`src/rtl/key_io_pkg.sv`:
```
// Shared constants for the KEY peripheral: bus addresses, KCTRL bit layout and
// synchronizer reset level.
package key_io_pkg;

  localparam logic [31:0] KEY_KDATA_ADDR = 32'hF000_0010;
  localparam logic [31:0] KEY_KCTRL_ADDR = 32'hF000_0110;

  localparam int READY_BIT   = 0;
  localparam int OVERRUN_BIT = 1;
  localparam int IE_BIT      = 8;

  // Raw pins are active-low, so "released" is the safe power-up level.
  localparam logic SYNC_RST_VAL = 1'b1;

  function automatic logic [31:0] kctrl_word(input logic ready,
                                             input logic overrun,
                                             input logic ie);
    logic [31:0] w;
    w              = '0;
    w[READY_BIT]   = ready;
    w[OVERRUN_BIT] = overrun;
    w[IE_BIT]      = ie;
    return w;
  endfunction

endpackage

```
`src/rtl/key_io_device_debouncer.sv`:
```
// One KEY channel: 2-flop synchronizer, inversion to pressed=1, and a
// stable-run counter that accepts a new level after DEBOUNCE_CYCLES agreeing samples.
module key_debouncer
  import key_io_pkg::*;
#(
  parameter int DEBOUNCE_CYCLES = 500000
) (
  input  logic clk,
  input  logic reset,
  input  logic key_n,
  output logic level,
  output logic changed
);

  localparam int CNT_W = (DEBOUNCE_CYCLES > 2) ? $clog2(DEBOUNCE_CYCLES) : 1;
  localparam logic [CNT_W-1:0] CNT_LAST = CNT_W'(DEBOUNCE_CYCLES - 1);

  logic             sync_p0;
  logic             sync_p1;
  logic             pressed;
  logic [CNT_W-1:0] cnt;

  // Stage p0/p1: metastability guard on the asynchronous pin
  always_ff @(posedge clk or posedge reset) begin
    if (reset) begin
      sync_p0 <= SYNC_RST_VAL;
      sync_p1 <= SYNC_RST_VAL;
    end else begin
      sync_p0 <= key_n;
      sync_p1 <= sync_p0;
    end
  end

  assign pressed = ~sync_p1;
  assign changed = (pressed != level) && (cnt == CNT_LAST);

  // Counter only runs while the synchronized level disagrees, so it never wraps.
  always_ff @(posedge clk or posedge reset) begin
    if (reset) begin
      level <= 1'b0;
      cnt   <= '0;
    end else if (pressed == level) begin
      cnt <= '0;
    end else if (cnt == CNT_LAST) begin
      level <= pressed;
      cnt   <= '0;
    end else begin
      cnt <= cnt + CNT_W'(1);
    end
  end

endmodule

```
`src/rtl/key_io_device.sv`:
```
// Memory-mapped KEY peripheral: debounced key state in KDATA, ready/overrun/ie
// status in KCTRL, and a level interrupt while ready and ie are both set.
module key_io_device
  import key_io_pkg::*;
#(
  parameter int               DBITS           = 32,
  parameter int               NKEYS           = 4,
  parameter int               DEBOUNCE_CYCLES = 500000,
  parameter logic [DBITS-1:0] ADDR_KDATA      = DBITS'(KEY_KDATA_ADDR),
  parameter logic [DBITS-1:0] ADDR_KCTRL      = DBITS'(KEY_KCTRL_ADDR)
) (
  input  logic             clk,
  input  logic             reset,
  input  logic [DBITS-1:0] addr,
  input  logic             rd_en,
  input  logic             wr_en,
  input  logic [DBITS-1:0] wdata,
  input  logic [NKEYS-1:0] key_n,
  output logic             sel,
  output logic [DBITS-1:0] rdata,
  output logic             irq
);

  logic [NKEYS-1:0] deb_level;
  logic [NKEYS-1:0] deb_changed;
  logic             ready;
  logic             overrun;
  logic             ie;
  logic             change;
  logic             hit_kdata;
  logic             hit_kctrl;
  logic             kread;
  logic             kctrl_wr;
  logic             ovr_set;
  logic             ovr_clr;
  logic             unused_wdata;

  for (genvar i = 0; i < NKEYS; i++) begin : g_key
    key_debouncer #(
      .DEBOUNCE_CYCLES(DEBOUNCE_CYCLES)
    ) u_deb (
      .clk    (clk),
      .reset  (reset),
      .key_n  (key_n[i]),
      .level  (deb_level[i]),
      .changed(deb_changed[i])
    );
  end

  assign hit_kdata = (addr == ADDR_KDATA);
  assign hit_kctrl = (addr == ADDR_KCTRL);
  assign sel       = hit_kdata | hit_kctrl;

  assign change   = |deb_changed;
  assign kread    = rd_en && hit_kdata;
  assign kctrl_wr = wr_en && hit_kctrl;
  // A fresh key event overwrites an unread one; a read in the same cycle consumes it.
  assign ovr_set  = change && ready && !kread;
  assign ovr_clr  = kctrl_wr && !wdata[OVERRUN_BIT];

  assign unused_wdata = ^{wdata[DBITS-1:IE_BIT+1], wdata[IE_BIT-1:OVERRUN_BIT+1],
                          wdata[READY_BIT]};

  always_ff @(posedge clk or posedge reset) begin
    if (reset) begin
      ready   <= 1'b0;
      overrun <= 1'b0;
      ie      <= 1'b0;
    end else begin
      if (kctrl_wr) ie <= wdata[IE_BIT];

      if (ovr_set)      overrun <= 1'b1;
      else if (ovr_clr) overrun <= 1'b0;

      if (change)     ready <= 1'b1;
      else if (kread) ready <= 1'b0;
    end
  end

  always_comb begin
    rdata = '0;
    if (hit_kdata)      rdata = DBITS'(deb_level);
    else if (hit_kctrl) rdata = DBITS'(kctrl_word(ready, overrun, ie));
  end

  assign irq = ready & ie;

endmodule

```
`config.mk`:
```
export PLATFORM = sky130hd
export DESIGN_NAME = key_io_device
export DESIGN_NICKNAME = d
export VERILOG_FILES = /design/src/rtl/key_io_pkg.sv /design/src/rtl/key_io_device_debouncer.sv /design/src/rtl/key_io_device.sv
export SDC_FILE = /design/constraint.sdc
export NUM_CORES = 1
export LEC_CHECK = 0
export ABC_AREA = 1
export BUFFER_PORTS_ARGS = -buffer_cell sky130_fd_sc_hd__buf_2
export CAP_MARGIN = 40
export CORE_MARGIN = 4
export CORE_UTILIZATION = 34
export CTS_CLUSTER_DIAMETER = 30
export DETAILED_ROUTE_END_ITERATION = 10
export REMOVE_ABC_BUFFERS = 1
export SETUP_SLACK_MARGIN = 0.5
export SYNTH_ARGS = -nofsm -noshare
export SYNTH_HDL_FRONTEND = slang
export SYNTH_SLANG_ARGS = --single-unit
```
`constraint.sdc`:
```
create_clock -name clk -period 2.66 [get_ports clk]
set_input_delay 0.266 -clock clk [delete_from_list [all_inputs] [get_ports clk]]
set_output_delay 0.266 -clock clk [all_outputs]
set_load 0.01 [all_outputs]
```
Word level (Yosys, flattened, before mapping)
Cells that the tools add are included.

word-level totals
  bits in registers = 91
  bits in latches = 0
  RAM bits = 0
  memory bits (read-only) = 0
  bits of input ports = 72
  logic and storage cells = 79
  memories kept = 0

cells by class
  add/subtract/negate cells = 4
  multipliers = 0
  divide/modulo/power cells = 0
  magnitude comparators = 0
  equality and inequality tests = 14
  shift-type cells = 0
  muxes and demuxes = 14
  bitwise operators = 10
  reductions and logical operators = 18

operators with widths
  operator                                                         count
  19-bit two-way mux                                               8
  19-bit by 1-bit adder with 19-bit output, second input constant  4
  19-bit equality test, second input constant                      4
  32-bit equality test, second input constant                      2
  9-bit two-way mux                                                2
  1-bit logical AND                                                9
  1-bit NOT                                                        8
  2-bit AND reduction                                              4
  1-bit equality test                                              4
  1-bit two-way mux                                                4
  1-bit != test                                                    4
  2-bit nonzero test                                               2
  4-bit OR reduction                                               1
  1-bit zero test                                                  2
  1-bit bitwise AND                                                1
  1-bit bitwise OR                                                 1

Longest topological paths before layout
Gate-level depths: netlist of the first run.

  depth after elaboration = 7
  mapped depth = 11

Modules after synthesis
A second synthesis of the first run with hierarchy kept.

second synthesis, totals
  cells, all modules = 702
  area total of the unflattened synthesis = 5410.2 um^2

modules (own cells, without submodules)
  module         times used  cells an instance  area an instance (um^2)  seq. area each (um^2)
  key_debouncer  4           149                1202.4                   553.0
  key_io_device  1           106                600.6                    75.1

Worst setup path before layout of the first run
OpenSTA, ideal clock, no wires.

  kind = register -> register
  start = register g_key[0].u_deb.cnt[0]
  end = register g_key[0].u_deb.cnt[14]
  setup time = 0.086 ns
  arrival = 1.403 ns
  required time = 2.574 ns
  slack = 1.171 ns
  stages on the path, launching flop included = 9
  path buffers = 0
  period minus slack after synthesis = 1.489 ns
  cell sequence = dfrtp_1 > ha_1 > nand3_1 > inv_1 > nand3_1 > nor2_1 > nor2_4 > inv_1 > nor3_1

between the ends
  cells in the longest elaborated chain, start to end = 3
  elaborated cells between the ends (all ways) = 4
  classes of those cells = add/sub: 1; eq/ne: 1; mux: 2

RTL lines
  element                                                                                  line                                                          RTL
  start: declaration                                                                       key_io_device_debouncer.sv:21                                 logic [CNT_W-1:0] cnt;
  start signal: assignment                                                                 key_io_device_debouncer.sv:48                                 cnt <= cnt + CNT_W'(1);
  19-bit by 1-bit adder with 19-bit output / 19-bit equality test (equally long branches)  key_io_device_debouncer.sv:48, key_io_device_debouncer.sv:44
  19-bit two-way mux (*)                                                                   key_io_device_debouncer.sv:44                                 end else if (cnt == CNT_LAST) begin
  19-bit two-way mux (*)                                                                   key_io_device_debouncer.sv:42                                 end else if (pressed == level) begin

Every way passes the cells marked *; elsewhere a longest branch is shown, timed or not.
A chain may end at the register's enable or synchronous reset.

Worst setup path after layout of the first run
  start = input addr[12]
  end = output rdata[2]

between the ends
  cells in the longest elaborated chain, start to end = 2

RTL lines
  element               line                 RTL
  start: declaration    key_io_device.sv:14  input logic [DBITS-1:0] addr,
  32-bit equality test  key_io_device.sv:50  assign hit_kdata = (addr == ADDR_KDATA);
  9-bit two-way mux     key_io_device.sv:82  if (hit_kdata) rdata = DBITS'(deb_level);
  end: declaration      key_io_device.sv:20  output logic [DBITS-1:0] rdata,

Every way passes these cells.

==> results of run 1 <==
## kinds of logic after synthesis
kind of cell | share of synthesized area [%]
AO/OA/AOI/OAI | 6.77
buffers and inverters | 10.4
adder cells (fa/ha/maj) | 0.996
other | 0.0746
flip-flops | 45.5
XOR/XNOR | 5.23
AND/OR/NAND/NOR | 31.0
## through the flow
| step | util, % | std cells | worst slack (ns) | area [um^2] |
|---|---|---|---|---|
| after global routing | 39.5 | 887 | 0.508 | 5730 |
| after detailed placement | 37.4 | 871 | 0.606 | 5420 |
| after CTS | 39.5 | 887 | 0.601 | 5720 |
| after global placement | 37.4 | 871 | 0.599 | 5420 |
| after floorplan | - | 637 | 0.0436 | 4920 |
| final | 39.5 | 887 | 0.674 | 5730 |
## cell type report
class                           instances  share of cell area, %
Clock buffer                           12                   4.31
Clock inverter                          4                  0.874
Multi-Input combinational cell        461                   40.6
Sequential cell                        91                   39.9
Inverter                               85                   5.62
Timing Repair Buffer                   50                   4.68
Tap cell                              184                   4.02
## registers in the layout, summed over array words and instances, names as in the netlist
name                 count
g_key.u_deb.cnt         76
ready                    1
g_key.u_deb.level        4
ie                       1
g_key.u_deb.sync_p1      4
g_key.u_deb.sync_p0      4
overrun                  1
## per-layer routing
layer  up-vias  GRT usage [%]  routed length (um)
li1       2100              -                   -
met1      1829           17.1                4930
met2        83           21.1                4610
met3        10           2.97                 577
met4         0           4.46                 130
met5         -              0                   0
## worst max-delay path by stage
stage,start,end,slack [ns],depth (start not counted)
floorplan,reset,g_key[0].u_deb.cnt[0],0.04,1
global placement,addr[12],rdata[2],0.60,7
detailed placement,addr[12],rdata[3],0.61,7
CTS,addr[12],rdata[3],0.60,7
global route,addr[12],rdata[2],0.51,7
finish,addr[12],rdata[2],0.67,7
## power by group
part | switching, mW | leakage (nW) | internal (mW)
clock network | 0.529 | 0.139 | 0.753
logic | 0.108 | 1.23 | 0.0538
registers | 0.0143 | 1.22 | 1.41
## synth_stat cells, drive strengths merged
library cell and instances:
or2 1, nor2 141, nand2 111, inv 85
xnor2 8, conb 1, nor3 20, a31oi 5
nand3 49, dfstp 8, o21ai 18, a211oi 4
buf 27, nand4 12, xor2 22, dfrtp 83
nor3b 4, o31ai 1, o21bai 1, ha 4
a21oi 31, nor4 2
## repair_timing
item / in CTS / in global routing
gates resized for setup: 0 / 1
setup endpoints to repair: 0 / 3
hold endpoints to repair: 0 / 0
==> impl_metrics.json, run 1 <==
{
  "finalSetupViolCount": 0,
  "r2r_cells": 8,
  "finalClockSkew_ns": 0.00486,
  "start_util_pct": 34.7,
  "critPathCaptureType": "output pin",
  "reg2reg_to": "g_key[0].u_deb.cnt[13]",
  "final_common_cell": "nor2_1",
  "ctsHoldBuffers": 0,
  "area_growth_pct": 13.9,
  "power.total_mw": 2.87,
  "die_h_um": 130,
  "p_leak_nw": 2.59,
  "max_slew_margin_pct": 58.0,
  "crit_chain": "buf_2 -> nor2_1 -> inv_1 -> nor4_4 -> nand2_1 -> nor2_1 -> buf_2",
  "setup-tns-final_ns": 0,
  "seq_area_frac_synth_pct": 45.5,
  "fmax_mhz": 504,
  "path_clk_slew_ns": 0.06,
  "die_width_um": 130,
  "antenna_cells": 0,
  "synth.distinct_cells": 34,
  "placementRows": 44,
  "grt_pass1_wl_mm": 17.5,
  "max_cap_violations": 0,
  "cts_setup_buffers": 0,
  "fillers": 1488,
  "maxSlewViolCount": 0,
  "clock-sinks": 91,
  "antenna_found_initial": 0,
  "drt-wirelength-per-cell_um": 11.6,
  "cts_tree": "yes",
  "ir_drop_mv": 0.456,
  "grt_use_total_pct": 13.0,
  "tightest_slew_ns": 0.628,
  "path_buf_inv": 3,
  "clock_latency_ns": 0.34,
  "status": "complete, no violations",
  "hold_class": "primary input to asynchronous set/reset pin",
  "post-route-drc-count": 0,
  "htree_levels": 3,
  "hold_slack_ns": 0.0122,
  "rsz0062_at_grt": "no",
  "drive_gt1_share_pct": 15.1,
  "grt_pass1_vias": 3811,
  "cts_root_buffer": "clkbuf_16",
  "nets": 774,
  "synth.area.top_cells": "dfrtp_1 41%, nor2_1 9.7%, nand2_1 8.1%",
  "critPathRequiredTime_ns": 2.39,
  "numCtsBuffers": 9,
  "ios": 106,
  "avgSynthCellArea_um2": 7.88,
  "routed_via_density": 4.53,
  "r2r_start": "g_key[0].u_deb.cnt[0]",
  "clock_path_buffers": 2,
  "port_buffers": 48,
  "synth_top_cell_by_area": "dfrtp_1",
  "drt_iter0_drc": 246,
  "via_count": 4022,
  "seqCellArea_um2": 2290,
  "drt-pass1-iter-count": 4,
  "final.min_clock_period_ns": 1.99,
  "hpwl_mm": 7.72,
  "worstSetupPathType": "primary input to output pin",
  "synth_top_area_share_pct": 41.3,
  "crit_family": "simple AND/OR/NAND/NOR gates",
  "crit_fanout": 6,
  "grt_remaining_overflow": 0,
  "slowest_delay_ns": 0.40,
  "coreArea_um2": 14500,
  "ys.warnings.count": 0,
  "ys_ff_latch": 91,
  "power_density_nw_per_um2": 501,
  "gp_congestion": 0.823,
  "die-area_um2": 16800,
  "synth_cells": 638,
  "crit_arrival_ns": 1.72,
  "multi_input_area_um2": 2320,
  "finalHoldViolations": 0,
  "wirelength_mm": 10.2,
  "syn-cell-area_um2": 5020,
  "period_share_pct": 74.7,
  "r2r_slack_ns": 0.91,
  "cp-start-kind": "primary input",
  "layout_common_cells": "130 x nor2_1, 108 x nand2_1, 83 x dfrtp_1",
  "grt_max_degree": 51,
  "crit_slowest_cell": "nor4_4",
  "ant_nets": 0
}
Note: power is estimated with default switching activity, not from simulation.
==> run 2: changes to the inputs <==
ABC_AREA = 0   (was 1)
clock period = 1.7 ns   (was 2.66 ns; I/O delays follow)
==> run 2 against run 1 <==
Effect of this change: the flow now finishes with violations (negative setup slack); core utilization up 15 points; design area rose by 25%; worst setup slack worse by 0.72 ns; highest routed layer unchanged.
==> impl_metrics.json, run 2 <==
{
  "synth_edf_count": 0,
  "synthAdderAreaFrac_pct": 1.09,
  "die_h_um": 124,
  "critPathRequiredTime_ns": 1.92,
  "path_buf_inv": 1,
  "synthXorXnorAreaFrac_pct": 11.8,
  "crit_fanout": 5,
  "drt-wirelength-per-cell_um": 15.6,
  "cts_tree": "yes",
  "worstSetupPathType": "flip-flop to flip-flop",
  "ys.warnings.count": 0,
  "crit_chain": "ha_4 -> nand3_4 -> or3_4 -> or2_4 -> nand2b_4 -> clkbuf_16 -> nor2_4",
  "drt-pass1-iter-count": 4,
  "post-place-ws_ns": -0.113,
  "wirelength_mm": 12.4,
  "cp-start-kind": "flip-flop",
  "ys_ff_latch": 91,
  "crit_arrival_ns": 1.97,
  "power_density_nw_per_um2": 681,
  "avgSynthCellArea_um2": 9.89,
  "maxSlewViolCount": 0,
  "path_clk_slew_ns": 0.06,
  "syn-cell-area_um2": 4600,
  "cts_root_buffer": "clkbuf_16",
  "synth.area.top_cells": "dfrtp_1 45%, xor2_1 7.0%, nor2_1 6.5%",
  "synthTopCellsByCount": "83 x dfrtp_1, 80 x nor2_1, 37 x xor2_1",
  "r2r_slack_ns": -0.04,
  "layout_common_cells": "81 x dfrtp_1, 58 x buf_4, 40 x nor2_4",
  "violations": "negative setup slack",
  "final_common_cell": "dfrtp_1",
  "hold_class": "primary input to flip-flop",
  "synth.distinct_cells": 45,
  "routed_via_density": 4.96,
  "ir_drop_mv": 0.623,
  "rsz0062_at_grt": "yes",
  "finalHoldViolations": 0,
  "fillers": 1108,
  "grt_pass1_wl_mm": 18.9,
  "clock-sinks": 91,
  "grt_remaining_overflow": 0,
  "synth_compound_area_share_pct": 4.41,
  "period_share_pct": 103,
  "antenna_found_initial": 0,
  "max_cap_violations": 0,
  "area_growth_pct": 56.2,
  "clock_latency_ns": 0.35,
  "ant_nets": 0,
  "synth_top_cell_by_area": "dfrtp_1",
  "regMostFlops": "g_key.u_deb.cnt",
  "placementRows": 42,
  "synthSimpleGateAreaFrac_pct": 25.9,
  "die_width_um": 124,
  "final.min_clock_period_ns": 1.74,
  "synth_top_area_share_pct": 45.2,
  "grt_use_total_pct": 14.7,
  "antenna_cells": 0,
  "critPathCaptureType": "flip-flop",
  "async_flop_share_pct": 100,
  "drt_iter0_drc": 147,
  "via_count": 3936,
  "yosys.cell_count.top_type": "dfrtp_1",
  "seq_area_frac_synth_pct": 49.8,
  "start_util_pct": 34.7,
  "power.total_mw": 4.89,
  "multi_input_area_um2": 2950,
  "grt_max_degree": 81,
  "synthMuxAreaShare_pct": 0.490,
  "gp_congestion": 0.804,
  "status": "complete, but fails checks",
  "largest_register_ffs": 76,
  "p_leak_nw": 2.98,
  "nets": 689,
  "numCtsBuffers": 9,
  "finalClockSkew_ns": 0.00744,
  "drive_gt1_share_pct": 49.5,
  "seqCellArea_um2": 2290,
  "coreArea_um2": 13200,
  "clock_path_buffers": 2,
  "grt_pass1_vias": 3878,
  "die-area_um2": 15400,
  "port_buffers": 48,
  "crit_slowest_cell": "dfrtp_1",
  "setup_ws_ns": -0.0442,
  "fmax_mhz": 573,
  "htree_levels": 3,
  "synth-main-ff-cell": "dfrtp_1",
  "synth_cells": 465,
  "ios": 106,
  "synth_top_family_by_area": "simple AND/OR/NAND/NOR gates",
  "post-route-drc-count": 0,
  "finalSetupViolCount": 13,
  "slowest_delay_ns": 0.40,
  "hpwl_mm": 7.04,
  "crit_family": "simple AND/OR/NAND/NOR gates"
}
[run 2: changes by cell type after synthesis, moves of 11 or more]
cell / delta
xnor2_1: +17
a21oi_1: -20
nand2_1: -82
xor2_1: +15
nand3_1: -17
inv_1: -71
or3_1: +11
nor2_1: -50
[run 2: cell families (layout without fill, tap and decap cells)]
group	after synthesis	after routing
buffers and inverters	46	173
DFF	91	91
AOI/OAI and AO/OA	32	32
other	1	27
and+or+nand+nor	227	227
xor gates and xnor gates	62	62
adders and majority gates	4	4
muxes	2	2
[run 2: worst paths after layout]
kind / depth (start not counted) / end / start
setup / recovery: 7 / g_key[3].u_deb.cnt[12] / g_key[3].u_deb.cnt[0]
hold / removal: 2 / ie / wdata[8]
setup reg to reg: 7 / g_key[3].u_deb.cnt[12] / g_key[3].u_deb.cnt[0]
hold reg to reg: 0 / g_key[3].u_deb.sync_p1 / g_key[3].u_deb.sync_p0
max in group asynchronous: 4 / g_key[0].u_deb.sync_p1 / reset
min in group asynchronous: 3 / g_key[2].u_deb.cnt[0] / reset
[run 2: timing repair]
action	in CTS	in global routing
pin swaps	64	39
gates resized for setup	123	122
hold buffers	5	0
setup endpoints to repair	84	87
cloned	5	2
hold endpoints to repair	15	0
setup buffers	37	20
[run 2: where the power goes]
part	total [mW]	leakage, nW	switching, mW	internal [mW]
sequential	2.24	1.23	0.0330	2.21
clock	2.18	0.155	0.855	1.33
combinational	0.469	1.60	0.238	0.230
total	4.89	2.98	1.13	3.76
[run 2: metal layers]
layer | up-vias | share of wire [%] | track usage [%]
li1 | 1840 | - | -
met1 | 1980 | 42 | 18.1
met2 | 98 | 53 | 26.0
met3 | 18 | 3.9 | 3.34
met4 | 0 | 1.4 | 4.19
met5 | - | 0 | 0
[run 2: final cells by class]
class,count,share of cell area (%)
well taps,176,3.07
clock inverters,6,1.24
repair buffers,147,18.8
clock buffers,10,3.33
multi-input cells,354,41.1
inverters,10,0.540
flip-flops and latches,91,31.9
[run 2: worst register-to-register path: stages, from the launching register on]
cell and delay (ns):
dfrtp_1 0.40, ha_4 0.18, nand3_4 0.08, or3_4 0.38, or2_4 0.26, nand2b_4 0.12, clkbuf_16 0.18, nor2_4 0.04
[run 2: per-stage QoR]
| stage | utilization [%] | setup TNS (ns) | hold slack, ns | area, um^2 | cells |
|---|---|---|---|---|---|
| finish | 54.2 | -0.211 | 0.0656 | 7180 | 794 |
| global route | 54.2 | -2.30 | 0.0550 | 7180 | 794 |
| CTS | 48.7 | 0 | 0.0594 | 6440 | 772 |
| detailed placement | 39.0 | -0.544 | 0.0998 | 5160 | 709 |
| global placement | 39.0 | -0.417 | 0.0944 | 5160 | 709 |
| floorplan | - | -69.90 | 0.174 | 4430 | 455 |
==> run 3: changes to the inputs <==
CTS_BUF_LIST = sky130_fd_sc_hd__clkbuf_8   (was default)
==> run 3 against run 2 <==
Effect of this change: clock-buffer cell count unchanged; critical path type unchanged; the run still ends with negative setup slack left; sequential share of layout area is 1.4 points higher; flip-flop and latch count did not move; highest routed layer unchanged; sequential power barely moved; largest cell class unchanged.
==> impl_metrics.json, run 3 (synthesis gave the netlist of run 2 again) <==
{
  "status": "complete, but fails checks",
  "violations": "negative setup slack",
  "path_buf_inv": 1,
  "slowest_delay_ns": 0.41,
  "path_clk_slew_ns": 0.09,
  "critPathRequiredTime_ns": 1.96,
  "fillers": 1143,
  "ant_nets": 0,
  "fin_util_pct": 51.9,
  "ir_drop_mv": 0.492,
  "cts_root_buffer": "clkbuf_8",
  "cp-start-kind": "flip-flop",
  "grt_max_degree": 81,
  "final_common_cell": "dfrtp_1",
  "seqCellArea_um2": 2290,
  "min_path_cells": 2,
  "die_h_um": 124,
  "period_share_pct": 100,
  "drive_gt1_share_pct": 46.6,
  "hold_slack_ns": 0.0461,
  "crit_chain": "ha_4 -> nand3_4 -> or3_4 -> or2_4 -> nand2b_4 -> buf_12 -> nor2_1",
  "clock_latency_ns": 0.36,
  "layout_common_cells": "81 x dfrtp_1, 55 x buf_4, 35 x buf_2",
  "ios": 106,
  "hpwl_mm": 7.04,
  "p_leak_nw": 2.89,
  "finalHoldViolations": 0,
  "power_density_nw_per_um2": 628,
  "hold_class": "primary input to flip-flop",
  "largest_register_ffs": 76,
  "grt_pass1_wl_mm": 18.4,
  "power.total_mw": 4.32,
  "htree_levels": 3,
  "wirelength_mm": 11.5,
  "coreArea_um2": 13200,
  "drt_iter0_drc": 138,
  "grt_pass1_vias": 3787,
  "placementRows": 42,
  "finalClockSkew_ns": 0.00765,
  "layoutNonFillerInstCount": 786,
  "cts_tree": "yes",
  "drt-wirelength-per-cell_um": 14.6,
  "die-area_um2": 15400,
  "crit_family": "simple AND/OR/NAND/NOR gates",
  "worstSetupPathType": "flip-flop to flip-flop",
  "routed_via_density": 4.92,
  "clock_path_buffers": 2,
  "via_count": 3869,
  "setup_ws_ns": -0.00115,
  "antenna_cells": 0,
  "port_buffers": 48,
  "clock-sinks": 91,
  "placed_cells": 709,
  "post-route-drc-count": 0,
  "gp_congestion": 0.804,
  "multi_input_area_um2": 2840,
  "final.min_clock_period_ns": 1.70,
  "grt_remaining_overflow": 0,
  "grt_use_total_pct": 14.1,
  "crit_cells": 7,
  "regMostFlops": "g_key.u_deb.cnt",
  "drt-pass1-iter-count": 4,
  "area_growth_pct": 49.6,
  "finalSetupViolCount": 2,
  "antenna_found_initial": 0,
  "fmax_mhz": 588,
  "rsz0062_at_grt": "yes",
  "crit_slowest_cell": "dfrtp_1",
  "start_util_pct": 34.7,
  "crit_fanout": 9,
  "nets": 681,
  "numCtsBuffers": 9,
  "maxSlewViolCount": 0,
  "r2r_cells": 7,
  "die_width_um": 124,
  "post-place-ws_ns": -0.113,
  "max_cap_violations": 0,
  "crit_arrival_ns": 1.96,
  "critPathCaptureType": "flip-flop"
}
-- run 3: changes by cell type in the layout (fill, tap and decap cells not counted), sizes merged --
cell	change
buf	-8
-- run 3: area by class of cell --
class,instances,share of cell area [%]
multi-input cells,354,41.3
inverters,10,0.564
clock inverters,6,1.29
repair buffers,139,18.4
well taps,176,3.20
clock buffers,10,2.00
flip-flops and latches,91,33.3
-- run 3: per-layer routing --
metal  wire length, um  vias to the layer above  part of all wire [%]  GRT usage [%]
li1                  -                     1818                     -              -
met1              4880                     1941                    42           17.6
met2              5990                       95                    52           24.7
met3               449                       15                   3.9           2.87
met4               169                        0                   1.5           4.26
met5                 0                        -                     0              0
-- run 3: timing repair --
item                                    4_1_cts  5_1_grt
buffers inserted                             36       14
cloned                                        5        1
endpoints found under the setup margin       85       87
pin swaps                                    42       37
hold buffers                                  5        0
endpoints found under the hold margin        15        0
resized for setup                           102      112
-- run 3: power breakdown --
part | internal (mW) | switching (mW)
clock network | 0.868 | 0.777
registers | 2.20 | 0.0332
logic | 0.215 | 0.225
total | 3.29 | 1.04
-- run 3: path summary, 6_finish.rpt --
path	startpoint	slack, ns	endpoint
max in group asynchronous	reset	0.73	g_key[0].u_deb.sync_p0
min in group asynchronous	reset	0.26	g_key[2].u_deb.cnt[0]
hold reg to reg	g_key[3].u_deb.sync_p0	0.35	g_key[3].u_deb.sync_p1
setup / recovery	g_key[3].u_deb.cnt[1]	-0.001	g_key[3].u_deb.cnt[3]
setup reg to reg	g_key[3].u_deb.cnt[1]	-0.001	g_key[3].u_deb.cnt[3]
hold / removal	wdata[8]	0.05	ie
-- run 3: worst register-to-register path, delay by kind of cell (launching register included) --
family	cells	cell delay (ns)
adder cells (fa/ha/maj)	1	0.18
buffers and inverters	1	0.13
flip-flops	1	0.41
AND/OR/NAND/NOR	5	0.88
-- run 3: per-stage QoR --
step	setup TNS (ns)	area (um^2)
finish	-0.00192	6880
global route	-1.74	6880
CTS	0	6260
detailed placement	-0.544	5160
global placement	-0.417	5160
floorplan	-69.90	4430
